File: src/rtl/alu_pkg.sv
// ============================================================================
// Module   : alu_pkg
// Purpose  : Shared ALU constants: FSM state codes and radix-4 Booth op codes.
// Revision : 1.0
// ============================================================================
`default_nettype none

package alu_pkg;

  localparam int DEFAULT_WIDTH = 32;

  localparam logic [1:0] S_IDLE = 2'd0;
  localparam logic [1:0] S_RUN  = 2'd1;
  localparam logic [1:0] S_DONE = 2'd2;

  localparam logic [2:0] BOOTH_ZERO = 3'd0;
  localparam logic [2:0] BOOTH_PM   = 3'd1;
  localparam logic [2:0] BOOTH_P2M  = 3'd2;
  localparam logic [2:0] BOOTH_MM   = 3'd3;
  localparam logic [2:0] BOOTH_M2M  = 3'd4;

endpackage

`default_nettype wire

File: src/rtl/booth_recoder.sv
// ============================================================================
// Module   : booth_recoder
// Purpose  : Radix-4 Booth recoding of a {Q[i+1],Q[i],Q[i-1]} window.
// Revision : 1.0
// ============================================================================
`default_nettype none

module booth_recoder
  import alu_pkg::*;
(
  input  logic [2:0] window,
  output logic [2:0] op
);

  always_comb begin
    op = BOOTH_ZERO;
    case (window)
      3'b001, 3'b010: op = BOOTH_PM;
      3'b011:         op = BOOTH_P2M;
      3'b100:         op = BOOTH_M2M;
      3'b101, 3'b110: op = BOOTH_MM;
      default:        op = BOOTH_ZERO;
    endcase
  end

endmodule

`default_nettype wire

File: src/rtl/booth_seq_multiplier.sv
// ============================================================================
// Module   : booth_seq_multiplier
// Purpose  : Sequential signed WIDTHxWIDTH multiplier, one Booth bit pair/clk.
// Revision : 1.0
// ============================================================================
`default_nettype none

module booth_seq_multiplier
  import alu_pkg::*;
#(
  parameter int WIDTH = DEFAULT_WIDTH
) (
  input  logic             clk,
  input  logic             clr,
  input  logic             start,
  input  logic [WIDTH-1:0] multiplicand,
  input  logic [WIDTH-1:0] multiplier,
  output logic             busy,
  output logic             done,
  output logic [WIDTH-1:0] hi,
  output logic [WIDTH-1:0] lo
);

  localparam int ITER = WIDTH / 2;
  localparam int AW   = WIDTH + 2;
  localparam int CW   = $clog2(ITER + 1);

  logic [1:0]       state_q, state_d;
  logic [AW-1:0]    acc_q, acc_d;
  logic [AW-1:0]    mcand_q, mcand_d;
  logic [WIDTH-1:0] q_q, q_d;
  logic             qm1_q, qm1_d;
  logic [CW-1:0]    count_q, count_d;
  logic [WIDTH-1:0] hi_q, hi_d;
  logic [WIDTH-1:0] lo_q, lo_d;

  logic [2:0]       booth_op;
  logic [AW-1:0]    term;
  logic [AW-1:0]    sum;
  logic             last_iter;
  logic             accept;

  booth_recoder u_recoder (
    .window ({q_q[1:0], qm1_q}),
    .op     (booth_op)
  );

  assign last_iter = (count_q == CW'(ITER - 1));
  assign accept    = start && ((state_q == S_IDLE) || (state_q == S_DONE));

  always_ff @(posedge clk or posedge clr) begin
    if (clr) begin
      state_q <= S_IDLE;
      acc_q   <= '0;
      mcand_q <= '0;
      q_q     <= '0;
      qm1_q   <= 1'b0;
      count_q <= '0;
      hi_q    <= '0;
      lo_q    <= '0;
    end else begin
      state_q <= state_d;
      acc_q   <= acc_d;
      mcand_q <= mcand_d;
      q_q     <= q_d;
      qm1_q   <= qm1_d;
      count_q <= count_d;
      hi_q    <= hi_d;
      lo_q    <= lo_d;
    end
  end

  always_comb begin
    state_d = state_q;
    case (state_q)
      S_IDLE:  if (start) state_d = S_RUN;
      S_RUN:   if (last_iter) state_d = S_DONE;
      S_DONE:  state_d = start ? S_RUN : S_IDLE;
      default: state_d = S_IDLE;
    endcase
  end

  // The two guard bits on the accumulator keep -2M exact for the most-negative M.
  always_comb begin
    term = '0;
    case (booth_op)
      BOOTH_PM:  term = mcand_q;
      BOOTH_P2M: term = mcand_q << 1;
      BOOTH_MM:  term = -mcand_q;
      BOOTH_M2M: term = -(mcand_q << 1);
      default:   term = '0;
    endcase
    sum = acc_q + term;
  end

  always_comb begin
    acc_d   = acc_q;
    mcand_d = mcand_q;
    q_d     = q_q;
    qm1_d   = qm1_q;
    count_d = count_q;
    hi_d    = hi_q;
    lo_d    = lo_q;
    if (accept) begin
      mcand_d = {{2{multiplicand[WIDTH-1]}}, multiplicand};
      q_d     = multiplier;
      qm1_d   = 1'b0;
      acc_d   = '0;
      count_d = '0;
    end else if (state_q == S_RUN) begin
      acc_d   = {{2{sum[AW-1]}}, sum[AW-1:2]};
      q_d     = {sum[1:0], q_q[WIDTH-1:2]};
      qm1_d   = q_q[1];
      count_d = count_q + CW'(1);
      // After the final shift the exact product sits in the low 2*WIDTH bits.
      if (last_iter) begin
        hi_d = acc_d[WIDTH-1:0];
        lo_d = q_d;
      end
    end
  end

  always_comb begin
    busy = (state_q == S_RUN);
    done = (state_q == S_DONE);
    hi   = hi_q;
    lo   = lo_q;
  end

endmodule

`default_nettype wire

File: config.mk
export PLATFORM = sky130hd
export DESIGN_NAME = booth_seq_multiplier
export DESIGN_NICKNAME = d
export VERILOG_FILES = /design/src/rtl/alu_pkg.sv /design/src/rtl/booth_recoder.sv /design/src/rtl/booth_seq_multiplier.sv
export SDC_FILE = /design/constraint.sdc
export NUM_CORES = 1
export LEC_CHECK = 0
export ABC_AREA = 1
export ABC_CLOCK_PERIOD_IN_PS = 8300
export CAP_MARGIN = 30
export CORE_UTILIZATION = 56
export DETAILED_ROUTE_END_ITERATION = 16
export PLACE_DENSITY = 0.79
export SYNTH_ARGS = -nofsm -noshare
export SYNTH_HDL_FRONTEND = slang
export SYNTH_SLANG_ARGS = --single-unit
File: constraint.sdc
create_clock -name clk -period 8.3 [get_ports clk]
set_input_delay 2.49 -clock clk [delete_from_list [all_inputs] [get_ports clk]]
set_output_delay 2.49 -clock clk [all_outputs]
set_load 0.005 [all_outputs]
# Word-level counts from Yosys, hierarchy flattened
# Cells that the tools add are included.
# W data, S select, Z words.
# op_classes
addsub,4
eq_ne,15
n_mux,14
bitwise,1
reduce_logical,8
# ops
cell,n
$pmux W34 S4,1
$mux W34,2
$neg A34 Y34,2
$mux W32,2
$add A34 B34 Y34,1
$eq A3 B2 Y1 const B,4
$eq A3 B3 Y1 const B,4
$pmux W3 S4,1
$mux W5,2
$eq A3 B1 Y1 const B,2
$pmux W2 S3,1
$add A5 B1 Y5 const B,1
$eq A5 B4 Y1 const B,1
$mux W2,2
$reduce_or A2 Y1,2
$mux W1,3
$reduce_and A3 Y1,1
$eq A2 B1 Y1 const B,1
$eq A2 B2 Y1 const B,1
$logic_not A2 Y1,1
$ne A2 B1 Y1 const B,1
$ne A2 B2 Y1 const B,1
$reduce_and A2 Y1,1
$reduce_bool A2 Y1,1
3 further kinds,3
# word_totals
ff_bits,170
in_bits,67
out_inout_bits,66
elab_cells,50

# Depth between registers and ports, before layout
# Gate-level depths: netlist of the first run.
# depth
word_depth,8
depth_mapped,24

# Hierarchy
# A second synthesis of the first run with hierarchy kept.
# unflattened
cells_unflattened,1399
hier_area_um2,10297.4
# modules_own_cells
mod,instances,cells_per_inst,area_each_um2,seq_area_each_um2
booth_seq_multiplier,1,1390,10252.3,4204.0
booth_recoder,1,9,45.0,0.0

# Worst setup path after synthesis of the first run
# Ideal clock, no wire load.
# synth_timing
path_kind,input to register
from,input port start
to,register q_q[1]
setup_time_ns,0.090
arrival_ns,3.364
slack_ns,4.846
path_stages,6
n_path_buf,2
cell_sequence,nand2_1 -> inv_1 -> clkbuf_1 -> clkbuf_1 -> nand2_1 -> o221ai_1
# synth_via
elab_chain_len,2
word_cells_on_any_way,3
classes_between,mux: 1; reduce/logical: 2
# synth_lines
element,line_no,rtl
"start, declared",booth_seq_multiplier.sv:15,"input logic start,"
$logic_and A1 B1 Y1 *,booth_seq_multiplier.sv:49,assign accept = start && ((state_q == S_IDLE) || (state_q == S_DONE));
$mux W32 or $reduce_bool A2 Y1 (tied branches),-,
"end signal, assigned",booth_seq_multiplier.sv:65,q_q <= q_d;
"end, declared",booth_seq_multiplier.sv:31,"logic [WIDTH-1:0] q_q, q_d;"
# Mark *: on every way between the ends. The rest lies on a longest branch, timed or not.
# A chain may end at the register's enable or synchronous reset.

# Final worst setup path of the first run
# layout_timing
from,register state_q[1]
to,output port busy
# layout_via
elab_chain_len,1
# layout_lines
element,line_no,rtl
"start, declared",booth_seq_multiplier.sv:28,"logic [1:0] state_q, state_d;"
"start signal, assigned",booth_seq_multiplier.sv:62,state_q <= state_d;
$eq A2 B1 Y1,booth_seq_multiplier.sv:124,busy = (state_q == S_RUN);
"end, declared",booth_seq_multiplier.sv:18,"output logic busy,"
# No other way between the ends.

==> impl_results.md, run 1 <==
- Arr. time, crit path: 1.90 ns
- CTS buffer count: 17
- Drt pass-1 iters: 6
- Drt wl/cell: 16.7 µm
- Slowest CP cell: clkdlybuf4s50_1
- Largest net degree at the start of global routing: 112
- Die area: 18700 µm²
- Vias per cell: 5.65
- Global-route wire length before repair: 46.3 mm
- Final nets: 1594
- Period utilisation layout: 0.528
- Setup Skew: 0.0117 ns
- Crit path kind: flop to output pin
- Data required, critical path: 5.81 ns
- Post-place setup slack: 3.68 ns
- # resized after CTS: 0
- Clk slew on worst S/H paths: 0.07 ns
- Synth area leaders: dfrtp_1 (41%), nand2_1 (16%), o21ai_0 (6.0%)
- Final setup vio count: 0
- Crit path launch type: flop
- Avg Cell Area, Syn: 7.37 µm²
- RSZ-0062 raised after global routing: no
- Number of synthesized flops with an enable pin: 0
- Cell family with most CP delay: buffers and inverters
- # hold bufs at CTS: 0
- Final-report hold violation count: 0
- CTS tree: done
- Asr flop ratio synth: 1.00
- CTS H-tree lvls: 4
- DR DRC count: 0
- Status: completed
- Multi-input logic area: 5210 µm²
- Fmax: 0.228 GHz
- Routed Antenna Nets: 0
- Layout fillers: 1461
- Initial antenna violation count: 0
- Grt ovf: 0
- Starting Density: 0.581
- Synth area leader: dfrtp_1
- Slew HR: 0.415
- Die Ht: 137 µm
- Transition time of the tightest slew-check pin: 0.878 ns
- Minimum hold slack: 0.463 ns
- Area grow syn2layout: 20.8%
- Total GRT Usage: 0.323
- Ports: 133
- Setup ws final: 3.91 ns
- Yosys top cell area share: 0.414
- Std-Cell Rows: 48
- # diodes: 0
- CP Buf/Inv Count: 2
- Worst stage delay on the critical path: 0.58 ns
- Clock latency on the worst-skew pair: 0.45 ns
- Post-Syn Area: 10200 µm²
- Crit path max fanout: 24
- DR vias: 9759
- Register area: 4200 µm²
- Core area: 17500 µm²
- Most frequent cells in the layout: nand2_1 (433), dfrtp_1 (168), inv_1 (137), clkdlybuf4s50_1 (132), o21ai_0 (121)
- Placer Congestion: 0.940
- Hold Crit Class: flop to flop
- Syn Nets: 1481
- # clock sinks: 168
- DP HPWL: 21.0 mm
- Vias in the first global route: 9039
- Die Width: 137 µm
- CTS root buffer: clkbuf_16
- Commonest non-fill, non-tap cell in the layout: nand2_1
- Number of max-cap violations: 0
- Final Critical Period: 4.39 ns
- Worst path cell trace: nor2_2 -> buf_4 -> clkdlybuf4s50_1
- Critical path endpoint category: output pin
- Max Slew Vio Count: 0
- Total wire length: 28.9 mm
- Clock Path Buffers: 2
- Post-CTS Setup Bufs: 0
- Register area share after synthesis: 0.414
- IO Port Bufs: 132
- #FFs+latches synth: 168
- Setup TNS: 0 ns
- Syn. warnings: 0
- Cell count after synthesis: 1377
- Layout cell share with drive strength beyond 1: 0.0512
- DRT iter0 DRCs: 818
- Synth unique cells: 46
- Synth Flop Type: dfrtp_1
## cell families after synthesis
family,synth area share
xor+xnor,0.0275
buf+inv,0.0733
compound gates,0.145
flops,0.414
simple gates,0.294
fa+ha+maj,0.0463
## final cells by class
class	count	area share
Clock buffer	17	0.0347
Clock inverter	15	0.0149
Inverter	148	0.0457
Multi-Input combinational cell	1015	0.425
Sequential cell	168	0.343
Tap cell	225	0.0229
Timing Repair Buffer	140	0.114
## path summary, 6_finish.rpt
kind	startpoint	to	slack [ns]	cells past startpoint
worst max register to register	q_q[0]	hi[16]	4.18	18
worst max-delay path	state_q[1]	busy	3.91	3
min in group asynchronous	clr	acc_q[23]	2.60	2
max in group asynchronous	clr	mcand_q[12]	4.25	3
worst min register to register	count_q[3]	count_q[3]	0.46	1
worst min-delay path	count_q[3]	count_q[3]	0.46	1
## flip-flops by register name, summed over array words and instances, names as in the netlist
name / flops
qm1_q: 1
q_q: 32
mcand_q: 32
hi: 32
acc_q: 32
state_q: 2
lo: 32
count_q: 5
## per-stage QoR
| stage | area, µm² | instances | util |
|---|---|---|---|
| floorplan | 10200 | 1377 | - |
| global placement | 11600 | 1695 | 0.666 |
| detailed placement | 11600 | 1695 | 0.666 |
| CTS | 12200 | 1727 | 0.700 |
| global route | 12300 | 1728 | 0.702 |
| finish | 12300 | 1728 | 0.702 |
## cells in the mapped netlist, types with 10 or more instances
| cell type | instances |
|---|---|
| o2111ai_1 | 14 |
| xor2_1 | 20 |
| nand2_1 | 434 |
| inv_1 | 139 |
| clkbuf_1 | 35 |
| nor2_1 | 99 |
| xnor2_1 | 10 |
| o221ai_1 | 32 |
| nand3_1 | 95 |
| nand4_1 | 25 |
| o21ai_0 | 121 |
| nor3_1 | 15 |
| dfrtp_1 | 168 |
| ha_1 | 36 |
| a21oi_1 | 46 |
## worst register-to-register path, cell delays in order (launching register included)
cell       delay (ns)
dfrtp_1          0.39
nor2_1           0.20
nor2_1           0.10
nand2_1          0.58
clkinv_1         0.55
nand2_1          0.18
o2111ai_1        0.20
ha_1             0.39
a21oi_1          0.19
nand2_1          0.13
nand3_1          0.12
nand2_1          0.14
nand2_1          0.09
nand2_1          0.10
nand2_1          0.09
nand2_1          0.09
or2_2            0.30
nand3_1          0.09
nand2_1          0.08
## routing by layer
metal	share of wire	track usage	routed length (µm)	vias to the layer above
met1	0.47	0.467	13500	4580
li1	-	-	-	4775
met4	0.012	0.0704	346	0
met5	0	0	0	-
met3	0.066	0.0563	1910	40
met2	0.46	0.505	13100	364
Power of run 1 is not shown: default switching activity piles up to over one toggle a cycle in this logic, so the estimate is an artifact.
==> run 2, diff against run 1 <==
ABC_CLOCK_PERIOD_IN_PS = 3690   (was 8300)
CORE_UTILIZATION = 51   (was 56)
PLACE_DENSITY = 0.76   (was 0.79)
clock period = 3.69 ns   (was 8.3 ns; I/O delays follow)
==> run 2 against run 1 <==
Net effect: non-clock buffer count increased by 34; flip-flop and latch count did not move; worst setup slack worse by 3.8 ns; worst hold slack improved by 0.012 ns; critical path depth is 18 higher; cell count up 4.3%; clock skew is 0.00053 ns lower; routed wire length up 5.3%; first-iteration DRC count fell by 26%; clock-buffer cell count unchanged.
==> impl_results.md, run 2 (synthesized netlist as in run 1, its figures left out) <==
- Die Width: 143 µm
- Total GRT Usage: 0.307
- Period utilisation layout: 0.972
- DRT iter0 DRCs: 609
- Vias in the first global route: 9234
- Fmax: 0.279 GHz
- Std-Cell Rows: 51
- Die Ht: 143 µm
- Placer Congestion: 0.968
- Die area: 20500 µm²
- CTS tree: done
- CTS root buffer: clkbuf_16
- Ports: 133
- Data required, critical path: 4.01 ns
- IO Port Bufs: 132
- Commonest non-fill, non-tap cell in the layout: nand2_1
- Slew HR: 0.505
- Drt wl/cell: 16.9 µm
- Crit path max fanout: 5
- Layout cell share with drive strength beyond 1: 0.0930
- Routed Antenna Nets: 0
- Largest net degree at the start of global routing: 73
- Crit path launch type: flop
- Total wire length: 30.4 mm
- Status: completed
- Most frequent cells in the layout: nand2_1 (430), dfrtp_1 (168), inv_1 (135), clkdlybuf4s50_1 (132), o21ai_0 (118)
- Transition time of the tightest slew-check pin: 0.741 ns
- Drt pass-1 iters: 5
- Core area: 19500 µm²
- Crit path kind: flop to flop
- CTS buffer count: 17
- Setup ws final: 0.105 ns
- Grt ovf: 0
- Max Slew Vio Count: 0
- Layout Cell Area excl Fill: 12800 µm²
- Clock Path Buffers: 2
- Setup Skew: 0.0112 ns
- Placed inst area: 11900 µm²
- DR DRC count: 0
- Critical path endpoint category: flop
- # clock sinks: 168
- Initial antenna violation count: 0
- Final-report hold violation count: 0
- Global-route wire length before repair: 47.9 mm
- Post-place setup slack: -0.138 ns
- Area grow syn2layout: 25.8%
- Final setup vio count: 0
- Number of max-cap violations: 0
- DP HPWL: 22.7 mm
- Final Critical Period: 3.59 ns
- Arr. time, crit path: 3.91 ns
- Starting Density: 0.522
- Final nets: 1628
- Clk slew on worst S/H paths: 0.08 ns
- Vias per cell: 5.50
- Hold Crit Class: flop to flop
- DR vias: 9904
- Clock latency on the worst-skew pair: 0.44 ns
- CTS H-tree lvls: 4
- # diodes: 0
run 2: area by class of cell:
class	instances	area (µm²)
Tap cell	265	332
Sequential cell	168	4200
Fill cell	1726	6690
Timing Repair Buffer	174	1690
Clock inverter	15	173
Clock buffer	17	425
Multi-Input combinational cell	1015	5400
Inverter	148	559
run 2: through the flow:
step | hold slack, ns | TNS [ns] | cells | utilization
2_1_floorplan | 0.433 | 0 | 1377 | -
3_3_place_gp | 0.450 | -0.0649 | 1760 | 0.612
3_5_place_dp | 0.460 | -0.345 | 1760 | 0.612
4_1_cts | 0.472 | 0 | 1793 | 0.644
5_1_grt | 0.491 | -0.467 | 1802 | 0.656
6_report | 0.474 | 0 | 1802 | 0.656
run 2: critical path, stage by stage (launching register included):
cell,delay (ns)
dfrtp_1,0.39
inv_2,0.10
ha_4,0.16
nand2_1,0.09
nor2_4,0.23
nand2_4,0.12
nor2_4,0.13
nand4_1,0.18
or2_1,0.30
nand3_1,0.10
o2111ai_2,0.18
ha_4,0.35
nand2_2,0.06
nor2_1,0.10
inv_1,0.09
nor3_4,0.23
nand3_1,0.11
o21bai_2,0.24
nand3_1,0.10
nand2_1,0.07
nand3_1,0.08
nand2_1,0.07
run 2: worst paths after layout:
| check | start | to | slack [ns] | cells after the start |
|---|---|---|---|---|
| max in group asynchronous | clr | lo[16] | 2.04 | 3 |
| min in group asynchronous | clr | lo[29] | 1.03 | 2 |
| hold reg to reg | count_q[3] | count_q[3] | 0.47 | 1 |
| setup reg to reg | mcand_q[0] | hi[24] | 0.10 | 21 |
| hold / removal | count_q[3] | count_q[3] | 0.47 | 1 |
| setup / recovery | mcand_q[0] | hi[24] | 0.10 | 21 |
run 2: layer usage:
layer | vias to the layer above | GRT usage | share of wire
met5 | - | 0 | 0
met2 | 339 | 0.511 | 0.48
li1 | 4854 | - | -
met4 | 0 | 0.112 | 0.028
met3 | 51 | 0.0560 | 0.055
met1 | 4660 | 0.399 | 0.44
run 2: repair_timing:
item,in CTS,in global routing
gates resized for setup,3,37
hold buffers,0,0
setup buffers,1,9
endpoints found under the setup margin,7,47
pin swaps,1,11
Power of run 2 is left out for the same reason.
